<file path="config.mk">
export PLATFORM = sky130hd
export DESIGN_NAME = aes_round_sequencer
export DESIGN_NICKNAME = d
export VERILOG_FILES = /design/src/rtl/aes_pkg.sv /design/src/rtl/aes_round_ctr.sv /design/src/rtl/aes_round_sequencer.sv
export SDC_FILE = /design/constraint.sdc
export NUM_CORES = 1
export LEC_CHECK = 0
export CELL_PAD_IN_SITES_DETAIL_PLACEMENT = 0
export CELL_PAD_IN_SITES_GLOBAL_PLACEMENT = 1
export CORE_ASPECT_RATIO = 1.1
export CORE_MARGIN = 2
export CORE_UTILIZATION = 27
export CTS_CLUSTER_DIAMETER = 80
export CTS_CLUSTER_SIZE = 24
export DETAILED_ROUTE_END_ITERATION = 8
export GPL_ROUTABILITY_DRIVEN = 0
export PLACE_DENSITY = 0.76
export RECOVER_POWER = 100
export SLEW_MARGIN = 10
export SYNTH_ARGS = -nofsm -noshare
export SYNTH_HDL_FRONTEND = slang
export SYNTH_SLANG_ARGS = --single-unit
</file>
<file path="constraint.sdc">
create_clock -name clk -period 1.3 [get_ports clk]
set_input_delay 0.26 -clock clk [delete_from_list [all_inputs] [get_ports clk]]
set_output_delay 0.26 -clock clk [all_outputs]
set_load 0.1 [all_outputs]
</file>
<file path="src/rtl/aes_pkg.sv">
// Shared types for the AES round sequencer.
//   seq_state_t : sequencer FSM states
//   AES_ENC/DEC : encoding of the enc_dec / dec_mode direction bit
package aes_pkg;

  typedef enum logic [2:0] {
    StIdle,
    StKeyChg,
    StPreAdd,
    StRound,
    StFinal,
    StHold
  } seq_state_t;

  localparam logic AES_ENC = 1'b0;
  localparam logic AES_DEC = 1'b1;

endpackage

</file>
<file path="src/rtl/aes_round_ctr.sv">
// Round counter for the AES round sequencer.
//   clk, n_rst : clock, synchronous active-low reset (count -> 0)
//   load_one   : force the count to 1 (first full round after the pre-add)
//   inc        : advance the count by one; load_one has priority
//   count      : current round number
module aes_round_ctr #(
  parameter int unsigned Width = 4
) (
  input  logic             clk,
  input  logic             n_rst,
  input  logic             load_one,
  input  logic             inc,
  output logic [Width-1:0] count
);

  logic [Width-1:0] count_q, count_d;

  always_comb begin
    count_d = count_q;
    if (load_one) begin
      count_d = Width'(1);
    end else if (inc) begin
      count_d = count_q + Width'(1);
    end
  end

  always_ff @(posedge clk) begin
    if (!n_rst) begin
      count_q <= '0;
    end else begin
      count_q <= count_d;
    end
  end

  assign count = count_q;

endmodule

</file>
<file path="src/rtl/aes_round_sequencer.sv">
// Sequencer for an iterative AES round datapath, one 128-bit block at a time.
// Requests round keys in encrypt or decrypt order, strobes the pre-add / round / last round,
// returns the finished block over out_valid/out_ready and slots key changes between blocks.
//   clk, n_rst              : clock, synchronous active-low reset
//   blk_valid / blk_ready   : block intake handshake; enc_dec sampled on accept
//   chg_key_req / key_load  : key change request (captured) / start pulse to the expander
//   chg_key_done            : expander finished
//   rk_req, rk_index        : round-key request and index to the key store
//   rk_valid                : key store presents the requested key this cycle
//   state_load, round_en    : datapath strobes; last_round qualifies round_en
//   dec_mode                : direction of the in-flight block
//   out_valid / out_ready   : result handshake
//   busy                    : sequencer not idle
module aes_round_sequencer
  import aes_pkg::*;
#(
  parameter  int unsigned NUM_ROUNDS = 10,
  localparam int unsigned RK_W       = $clog2(NUM_ROUNDS + 1)
) (
  input  logic            clk,
  input  logic            n_rst,
  input  logic            blk_valid,
  output logic            blk_ready,
  input  logic            enc_dec,
  input  logic            chg_key_req,
  output logic            key_load,
  input  logic            chg_key_done,
  output logic            rk_req,
  output logic [RK_W-1:0] rk_index,
  input  logic            rk_valid,
  output logic            state_load,
  output logic            round_en,
  output logic            last_round,
  output logic            dec_mode,
  output logic            out_valid,
  input  logic            out_ready,
  output logic            busy
);

  if (NUM_ROUNDS != 10 && NUM_ROUNDS != 12 && NUM_ROUNDS != 14) begin : g_bad_num_rounds
    $error("aes_round_sequencer: NUM_ROUNDS must be 10, 12 or 14");
  end

  localparam logic [RK_W-1:0] NrIdx   = RK_W'(NUM_ROUNDS);
  localparam logic [RK_W-1:0] LastCtr = RK_W'(NUM_ROUNDS - 1);

  seq_state_t      state_q, state_d;
  logic            key_pend_q, key_pend_d;
  logic            dec_mode_q, dec_mode_d;
  logic            ctr_load, ctr_inc;
  logic [RK_W-1:0] ctr;

  aes_round_ctr #(
    .Width (RK_W)
  ) u_round_ctr (
    .clk      (clk),
    .n_rst    (n_rst),
    .load_one (ctr_load),
    .inc      (ctr_inc),
    .count    (ctr)
  );

  // Next-state logic.
  always_comb begin
    state_d    = state_q;
    dec_mode_d = dec_mode_q;
    ctr_load   = 1'b0;
    ctr_inc    = 1'b0;
    case (state_q)
      StIdle: begin
        // A pending or fresh key change wins over a waiting block.
        if (key_pend_q || chg_key_req) begin
          state_d = StKeyChg;
        end else if (blk_valid) begin
          dec_mode_d = enc_dec;
          state_d    = StPreAdd;
        end
      end
      StKeyChg: begin
        if (chg_key_done) state_d = StIdle;
      end
      StPreAdd: begin
        if (rk_valid) begin
          ctr_load = 1'b1;
          state_d  = StRound;
        end
      end
      StRound: begin
        if (rk_valid) begin
          if (ctr == LastCtr) begin
            state_d = StFinal;
          end else begin
            ctr_inc = 1'b1;
          end
        end
      end
      StFinal: begin
        if (rk_valid) state_d = StHold;
      end
      StHold: begin
        if (out_ready) state_d = StIdle;
      end
      default: state_d = StIdle;
    endcase

    // Requests seen mid-block are remembered; entering KEY_CHG consumes them.
    key_pend_d = key_pend_q;
    if ((state_d == StKeyChg) && (state_q != StKeyChg)) begin
      key_pend_d = 1'b0;
    end else if (chg_key_req && (state_q != StKeyChg)) begin
      key_pend_d = 1'b1;
    end
  end

  // Output decode.
  always_comb begin
    blk_ready  = 1'b0;
    key_load   = 1'b0;
    rk_req     = 1'b0;
    rk_index   = '0;
    state_load = 1'b0;
    round_en   = 1'b0;
    last_round = 1'b0;
    out_valid  = 1'b0;
    case (state_q)
      StIdle: begin
        if (key_pend_q || chg_key_req) begin
          key_load = 1'b1;
        end else begin
          blk_ready = blk_valid;
        end
      end
      StPreAdd: begin
        rk_req     = 1'b1;
        rk_index   = dec_mode_q ? NrIdx : '0;
        state_load = rk_valid;
      end
      StRound: begin
        rk_req   = 1'b1;
        rk_index = dec_mode_q ? (NrIdx - ctr) : ctr;
        round_en = rk_valid;
      end
      StFinal: begin
        rk_req     = 1'b1;
        rk_index   = dec_mode_q ? '0 : NrIdx;
        round_en   = rk_valid;
        last_round = rk_valid;
      end
      StHold: begin
        out_valid = 1'b1;
      end
      default: ;
    endcase
  end

  assign busy     = (state_q != StIdle);
  assign dec_mode = dec_mode_q;

  always_ff @(posedge clk) begin
    if (!n_rst) begin
      state_q    <= StIdle;
      key_pend_q <= 1'b0;
      dec_mode_q <= AES_ENC;
    end else begin
      state_q    <= state_d;
      key_pend_q <= key_pend_d;
      dec_mode_q <= dec_mode_d;
    end
  end

endmodule

</file>
# Word-level counts from Yosys, hierarchy flattened
# Cells that the tools add are included.
# Widths: inputs -> output; s select.
[word_totals]
word_cells = 57
input_bits = 8
reg_bits = 9
[op_classes]
n_bitwise = 2
reduce_logical = 11
eq_ne = 8
n_mux = 29
addsub = 2
[op_table]
columns = ["op", "count"]
rows = [
  ["$mux 3", 8],
  ["$pmux 3 s6", 1],
  ["$mux 1", 16],
  ["$mux 4", 3],
  ["$pmux 4 s3", 1],
  ["$eq 3x1->1 const B", 2],
  ["$eq 3x2->1 const B", 2],
  ["$eq 3x3->1 const B", 2],
  ["$reduce_or 2->1", 3],
  ["$add 4x1->4 const B", 1],
  ["$eq 4x4->1 const B", 1],
  ["$sub 4x4->4 const A", 1],
  ["$logic_not 3->1", 1],
  ["$ne 3x1->1 const B", 1],
  ["$reduce_and 3->1", 1],
  ["$reduce_bool 3->1", 1],
  ["$reduce_or 3->1", 1],
  ["$logic_and 1x1->1", 2],
  ["$not 1->1", 2],
  ["$reduce_bool 2->1", 1],
  ["$logic_or 1x1->1", 1],
]

# Logic depth before layout (Yosys ltp)
# Gate-level depths: netlist of the first run.
[logic_depth]
depth_word = 7
depth_mapped = 7
mapped_depth_nobuf = 6

# Modules after synthesis
# From an unflattened synthesis of the first run, not the netlist that was laid out.
[hier_totals]
cells_unflattened = 77
area_unflattened_um2 = 659.4
[by_module_without_submodules]
columns = ["mod", "instances", "cells_each", "seq_area_each_um2", "area_per_inst_um2"]
rows = [
  ["aes_round_sequencer", 1, 60, 100.1, 474.2],
  ["aes_round_ctr", 1, 17, 80.1, 185.2],
]

# Worst setup path before layout of the first run
# Ideal clock, no wire load.
[synth_path]
path_kind = "flip-flop to output port"
startpoint = "register state_q[1]"
endpoint = "output port round_en"
arrival_ns = 3.039
setup_slack_ns = -1.999
required_time_ns = 1.040
path_buffers = 1
path_stages_with_launch = 5
cell_sequence = "dfxtp_1 -> clkbuf_1 -> and2b_1 -> nand2_1 -> a21boi_0"
[synth_via]
elab_chain_len = 3
word_cells_on_any_way = 4
cone_classes = "eq/ne: 2; mux: 1; reduce/logical: 1"
[synth_lines]
columns = ["item", "line_no", "source"]
rows = [
  ["start, declared", "aes_round_sequencer.sv:47", "seq_state_t state_q, state_d;"],
  ["start signal, assigned", "aes_round_sequencer.sv:161", "state_q <= StIdle;"],
  ["start signal, assigned", "aes_round_sequencer.sv:165", "state_q <= state_d;"],
  ["$eq 3x3->1 or $eq 3x2->1 (tied branches)", "aes_round_sequencer.sv:125", "case (state_q)"],
  ["$reduce_or 2->1 (no source line) (*)", "--", ""],
  ["$mux 1 (*)", "aes_round_sequencer.sv:125", ""],
  ["end, declared", "aes_round_sequencer.sv:32", "output logic round_en,"],
]
# Mark *: on every way between the ends. The rest lies on a longest branch, timed or not.

# Final worst setup path of the first run
[layout_path]
startpoint = "register state_q[0]"
endpoint = "output port blk_ready"
[layout_via]
elab_chain_len = 2
[layout_lines]
columns = ["item", "line_no", "source"]
rows = [
  ["$logic_not 3->1", "aes_round_sequencer.sv:125", ""],
  ["$mux 1", "aes_round_sequencer.sv:125", ""],
  ["end, declared", "aes_round_sequencer.sv:23", "output logic blk_ready,"],
]
# No other way between the ends.

==> reports/results.txt, run 1 <==
Wirelength per Cell -> 14.6 um
Clock Latency Late Sink -> 260 ps
Filler cells -> 176
Mapped Avg Cell Area -> 7.37 um^2
Clk pwr share -> 19.5%
Seq/Total Area, Yosys -> 29.1%
Multi-input logic area -> 643 um^2
Die Y -> 54.2 um
Final Hold Viols -> 0
Dpl cells -> 153
Failing checks -> negative setup slack
Worst clock skew -> 1.18 ps
Pleak -> 0.000654 uW
HP Start -> chg_key_req
Grt ovf -> 0
Die Width -> 49.7 um
Synth cell types -> 32
Buf/Inv on CP -> 2
CTS Buf Count -> 3
Antenna violations before repair -> 0
H-Tree Depth -> 1
Top-area cell type share of the netlist area -> 29.1%
Worst endpoint required time -> 1040 ps
First-pass GRT wire length -> 3750 um
Comb power frac -> 54.0%
Register-to-Register Path Depth -> 5
VDD IR max -> 0.000750 V
Post-DP HPWL -> 1570 um
Status -> finished with violations
Mapped cell area -> 619 um^2
Max Transition Viols Final -> 0
# DRC -> 0
First-pass DRT Iterations -> 4
Hold buffer count at CTS -> 0
Root buffer cell -> clkbuf_4
Yosys warning total -> 0
RSZ-0062 raised after global routing -> yes
Critical Path AT -> 1460 ps
Die area -> 2690 um^2
Ordered cell list for the critical path -> buf_6 -> or3_4 -> nor2_4 -> buf_12
Tcrit/Tclk final -> 132%
Gr usage total -> 18.3%
Site Rows -> 18
Starting Density -> 28.1%
Slew Limit Headroom -> 82.8%
Slowest-stage cell, CP -> or3_4
Non-filler cells, final -> 169
Fraction of layout cells with a size suffix above 1 -> 69.8%
#FFs+latches synth -> 9
Via count -> 860
Cells after Synth -> 84
Endpoints failing setup -> 19
Power per cell area -> 725 nW/um^2
ANT nets after route -> 0
Worst Path Max Fanout -> 5
Most frequent cells in the layout -> buf_4 (20), buf_6 (15), buf_12 (14)
Sw power -> 464 uW
Crit path largest cell delay -> 390 ps
Post-Syn Nets -> 94
Placeable core area -> 2210 um^2
Synth area leader -> dfxtp_1
Final Worst Setup Slack -> -421 ps
Worst Max-Slew Pin Slew -> 257 ps
TritonCTS clock tree -> built
Seq. cell area -> 201 um^2
DR vias/cell -> 5.09
Net count reported at finish -> 150
Power Internal -> 696 uW
Initial drt markers -> 31
Class of the worst hold path -> in2reg
Max-cap violation count -> 0
Routed wire length -> 2470 um
Crit path depth -> 4
Clk buf depth -> 2
CP startpoint -> state_q[0]$_SDFF_PN0_
CP endpoint kind -> primary output
Vias in the first global route -> 851
Part of the power in registers -> 26.5%
CP Class -> reg2out
Net Sw Frac -> 40.0%
Number of diodes -> 0
Post-layout min period -> 1720 ps
Layout Utilization -> 72.4%
Clock edge transition at the registers on the reported setup and hold paths -> 70 ps
# port buffers -> 20
Largest cells by area after synthesis -> dfxtp_1 (29%), o21ai_0 (6.5%), nand2_1 (4.8%), nor2_1 (4.8%), ha_1 (4.0%)
Area Growth Syn to Fin -> 158%
Worst r2r src -> state_q[0]$_SDFF_PN0_
# clock sinks -> 9
Max Fclk -> 581 MHz
Startpoint types -> flip-flop
Commonest non-fill, non-tap cell in the layout -> buf_4
Largest net degree at the start of global routing -> 8
Worst hold path depth -> 3
CP delay by family, top -> simple AND/OR/NAND/NOR gates
# IOs -> 21
Pwr Total -> 1160 uW
-- state kept, by name, summed over array words and instances, names as in the netlist --
name               flops
key_pend_q             1
u_round_ctr.count      4
dec_mode               1
state_q                3
-- power groups by stage --
stage | Sequential [uW] | Combinational (uW) | Clock (uW)
after global placement | 308 | 489 | 0
after floorplan | 321 | 300 | 0
final | 307 | 626 | 226
after global routing | 310 | 652 | 249
after detailed placement | 308 | 491 | 0
after CTS | 303 | 556 | 227
-- worst reg2reg max path: cells and delay by family, from the launching register on --
kind / cells / cell delay, ps
buf+inv: 2 / 290
flops: 1 / 360
simple gates: 2 / 690
compound gates: 1 / 120
-- final cells by class --
type / instances / share of cell area (%)
Sequential cell: 9 / 12.6
Inverter: 5 / 1.17
Multi-Input combinational cell: 65 / 40.3
Clock buffer: 4 / 1.64
Tap cell: 30 / 2.35
Timing Repair Buffer: 56 / 42.0
-- logic make-up (layout without fill, tap and decap cells) --
| logic type | after synthesis | after routing | synth area share (%) |
|---|---|---|---|
| adder cells (fa/ha/maj) | 2 | 2 | 4.04 |
| AO/OA/AOI/OAI | 27 | 27 | 27.9 |
| XOR/XNOR | 2 | 2 | 2.83 |
| buffers and inverters | 10 | 65 | 6.46 |
| flip-flops | 9 | 9 | 29.1 |
| AND/OR/NAND/NOR | 34 | 34 | 29.7 |
-- path summary, 6_finish.rpt --
path                                                end  slack (ps)
worst max-delay path                          blk_ready        -420
worst min-delay path            key_pend_q$_SDFFE_PP0P_         350
worst max register to register    dec_mode$_SDFFE_PN0P_        -220
worst min register to register  key_pend_q$_SDFFE_PP0P_         470
-- cell usage after synthesis, drive strengths merged --
library cell	n
dfxtp	9
nand2	8
nor2	8
o21ai	8
inv	5
a21oi	4
clkbuf	3
a211oi	2
a21boi	2
a21o	2
a22oi	2
a311oi	2
buf	2
ha	2
nand2b	2
nand4	2
nor2b	2
nor3	2
nor3b	2
o22ai	2
or3	2
xor2	2
a2bb2oi	1
a31oi	1
and2b	1
and3	1
and3b	1
and4b	1
nand3	1
nand4b	1
o31ai	1
-- stage by stage --
step,setup TNS (ps),hold WS [ps],area [um^2],worst slack [ps]
detailed placement,-3870,456,1280,-364
global placement,-3450,442,1280,-336
floorplan,-2910,376,769,-391
global route,-5700,340,1600,-462
CTS,-4010,466,1480,-412
finish,-4770,349,1600,-421
-- timing repair --
item                                    4_1_cts  5_1_grt
pin swaps                                    12       13
endpoints found under the hold margin         0        0
setup buffers                                 6        8
endpoints found under the setup margin       17       21
gates resized for setup                      40       21
-- layer usage --
layer	vias up	routed length (um)	track usage, %
met5	-	0	0
met3	7	128	3.55
met4	0	39	8.33
met2	33	1390	35.3
li1	415	-	-
met1	405	914	19.7
(Power assumes the default switching activity.)
==> run 2, diff against run 1 <==
--- a/config.mk
+++ b/config.mk
@@ -5,9 +5,9 @@
 export SDC_FILE = /design/constraint.sdc
 export NUM_CORES = 1
 export LEC_CHECK = 0
+export CAP_MARGIN = 0
 export CELL_PAD_IN_SITES_DETAIL_PLACEMENT = 0
 export CELL_PAD_IN_SITES_GLOBAL_PLACEMENT = 1
-export CORE_ASPECT_RATIO = 1.1
 export CORE_MARGIN = 2
 export CORE_UTILIZATION = 27
 export CTS_CLUSTER_DIAMETER = 80
==> run 2 against run 1 <==
  * The run still ends with negative setup slack left
  * Critical path depth unchanged
  * Global-route usage down 0.31 points
  * Clock power down 4%
  * Register-to-register slack about the same
==> reports/results.txt, run 2 (synthesized netlist as in run 1, its figures left out) <==
Status -> finished with violations
Failing checks -> negative setup slack
Antenna violations before repair -> 0
CP startpoint -> state_q[0]$_SDFF_PN0_
Worst r2r src -> state_q[0]$_SDFF_PN0_
Net count reported at finish -> 150
Max-cap violation count -> 0
Number of diodes -> 0
# port buffers -> 20
Worst endpoint required time -> 1040 ps
Critical Path AT -> 1460 ps
ANT nets after route -> 0
Placed Instance Area -> 1270 um^2
H-Tree Depth -> 1
Grt ovf -> 0
Die Width -> 51.9 um
Max Fclk -> 583 MHz
Clock edge transition at the registers on the reported setup and hold paths -> 60 ps
Routed wire length -> 2420 um
# clock sinks -> 9
Via count -> 841
HP Start -> key_pend_q$_SDFFE_PP0P_
Design Area, Final -> 1570 um^2
Final Worst Setup Slack -> -416 ps
Site Rows -> 17
Initial drt markers -> 16
Post-layout min period -> 1720 ps
Startpoint types -> flip-flop
Largest register FFs -> 4
First-pass DRT Iterations -> 4
VDD IR max -> 0.000897 V
Root buffer cell -> clkbuf_4
WHS -> 455 ps
R2R setup slack -> -230 ps
CTS Buf Count -> 3
Die area -> 2690 um^2
Largest net degree at the start of global routing -> 11
Slew Limit Headroom -> 84.4%
Final Hold Viols -> 0
First-pass GRT wire length -> 3620 um
Class of the worst hold path -> reg2reg
Max Transition Viols Final -> 0
Wirelength per Cell -> 14.5 um
Worst clock skew -> 2.57 ps
Post-DP HPWL -> 1590 um
DR vias/cell -> 5.04
Most frequent cells in the layout -> buf_4 (24), buf_6 (13), buf_12 (12)
# DRC -> 0
Clk buf depth -> 2
Commonest non-fill, non-tap cell in the layout -> buf_4
Tcrit/Tclk final -> 132%
Power per cell area -> 723 nW/um^2
RSZ-0062 raised after global routing -> yes
Pleak -> 0.000648 uW
Hold Path End -> key_pend_q$_SDFFE_PP0P_
Placeable core area -> 2190 um^2
Clock Latency Late Sink -> 260 ps
# IOs -> 21
Die Y -> 51.9 um
Reg-to-reg endpoint -> dec_mode$_SDFFE_PN0P_
Area Growth Syn to Fin -> 154%
Fraction of layout cells with a size suffix above 1 -> 67.6%
CP endpoint kind -> primary output
TritonCTS clock tree -> built
Layout Utilization -> 71.7%
Vias in the first global route -> 822
CP Class -> reg2out
Worst Max-Slew Pin Slew -> 232 ps
Worst Path Max Fanout -> 5
Pwr Total -> 1140 uW
Endpoints failing setup -> 18
Worst hold path depth -> 2
Gr usage total -> 18.0%
Starting Density -> 28.3%
Register-to-Register Path Depth -> 5
-- run 2: changes by cell type in the layout (fill, tap and decap cells not counted), sizes merged --
cell / before / now
clkdlybuf4s50: 5 / 6
dlymetal6s2s: 1 / 0
-- run 2: worst max path at each step --
stage / endpoint / cells past startpoint
2_1_floorplan: rk_index[1] / 5
3_3_place_gp: last_round / 4
3_5_place_dp: last_round / 4
4_1_cts: rk_index[1] / 6
5_1_grt: rk_index[3] / 5
6_report: key_load / 4
-- run 2: power by group --
group	internal, uW	switching, uW	total [uW]
combinational	280	330	610
clock	118	99.9	218
sequential	286	21.0	307
total	685	451	1140
-- run 2: area by class of cell --
| class | count | area (um^2) |
|---|---|---|
| tap | 28 | 35.0 |
| multi-input combinational | 65 | 656 |
| timing repair buffer | 56 | 636 |
| clock buffer | 4 | 26.3 |
| sequential | 9 | 200 |
| inverter | 5 | 18.8 |
| fill | 163 | 619 |
-- run 2: what timing repair did --
action | in CTS | in global routing
endpoints found under the setup margin | 16 | 18
buffers inserted | 3 | 9
hold buffers | 0 | 0
cloned | 0 | 0
pin swaps | 16 | 17
gates resized for setup | 31 | 19
-- run 2: worst max-delay path, cell delays in order, from the launching register on --
cell	delay [ps]
dfxtp_4	360
buf_6	110
or3_4	410
nor2_4	120
buf_12	180
-- run 2: metal layers --
metal / share of wire, % / wire length [um] / global-route usage (%)
met4: 2.5 / 61 / 2.63
met5: 0 / 0 / 0
met2: 55 / 1320 / 33.1
met3: 3.8 / 92 / 4.60
met1: 39 / 942 / 21.2
-- run 2: per-stage QoR --
step | std cells | TNS, ps | setup WS (ps)
5_1_grt | 167 | -5540 | -480
4_1_cts | 158 | -4240 | -438
3_3_place_gp | 151 | -3250 | -311
6_report | 167 | -4460 | -416
3_5_place_dp | 151 | -3710 | -328
2_1_floorplan | 84 | -2910 | -391
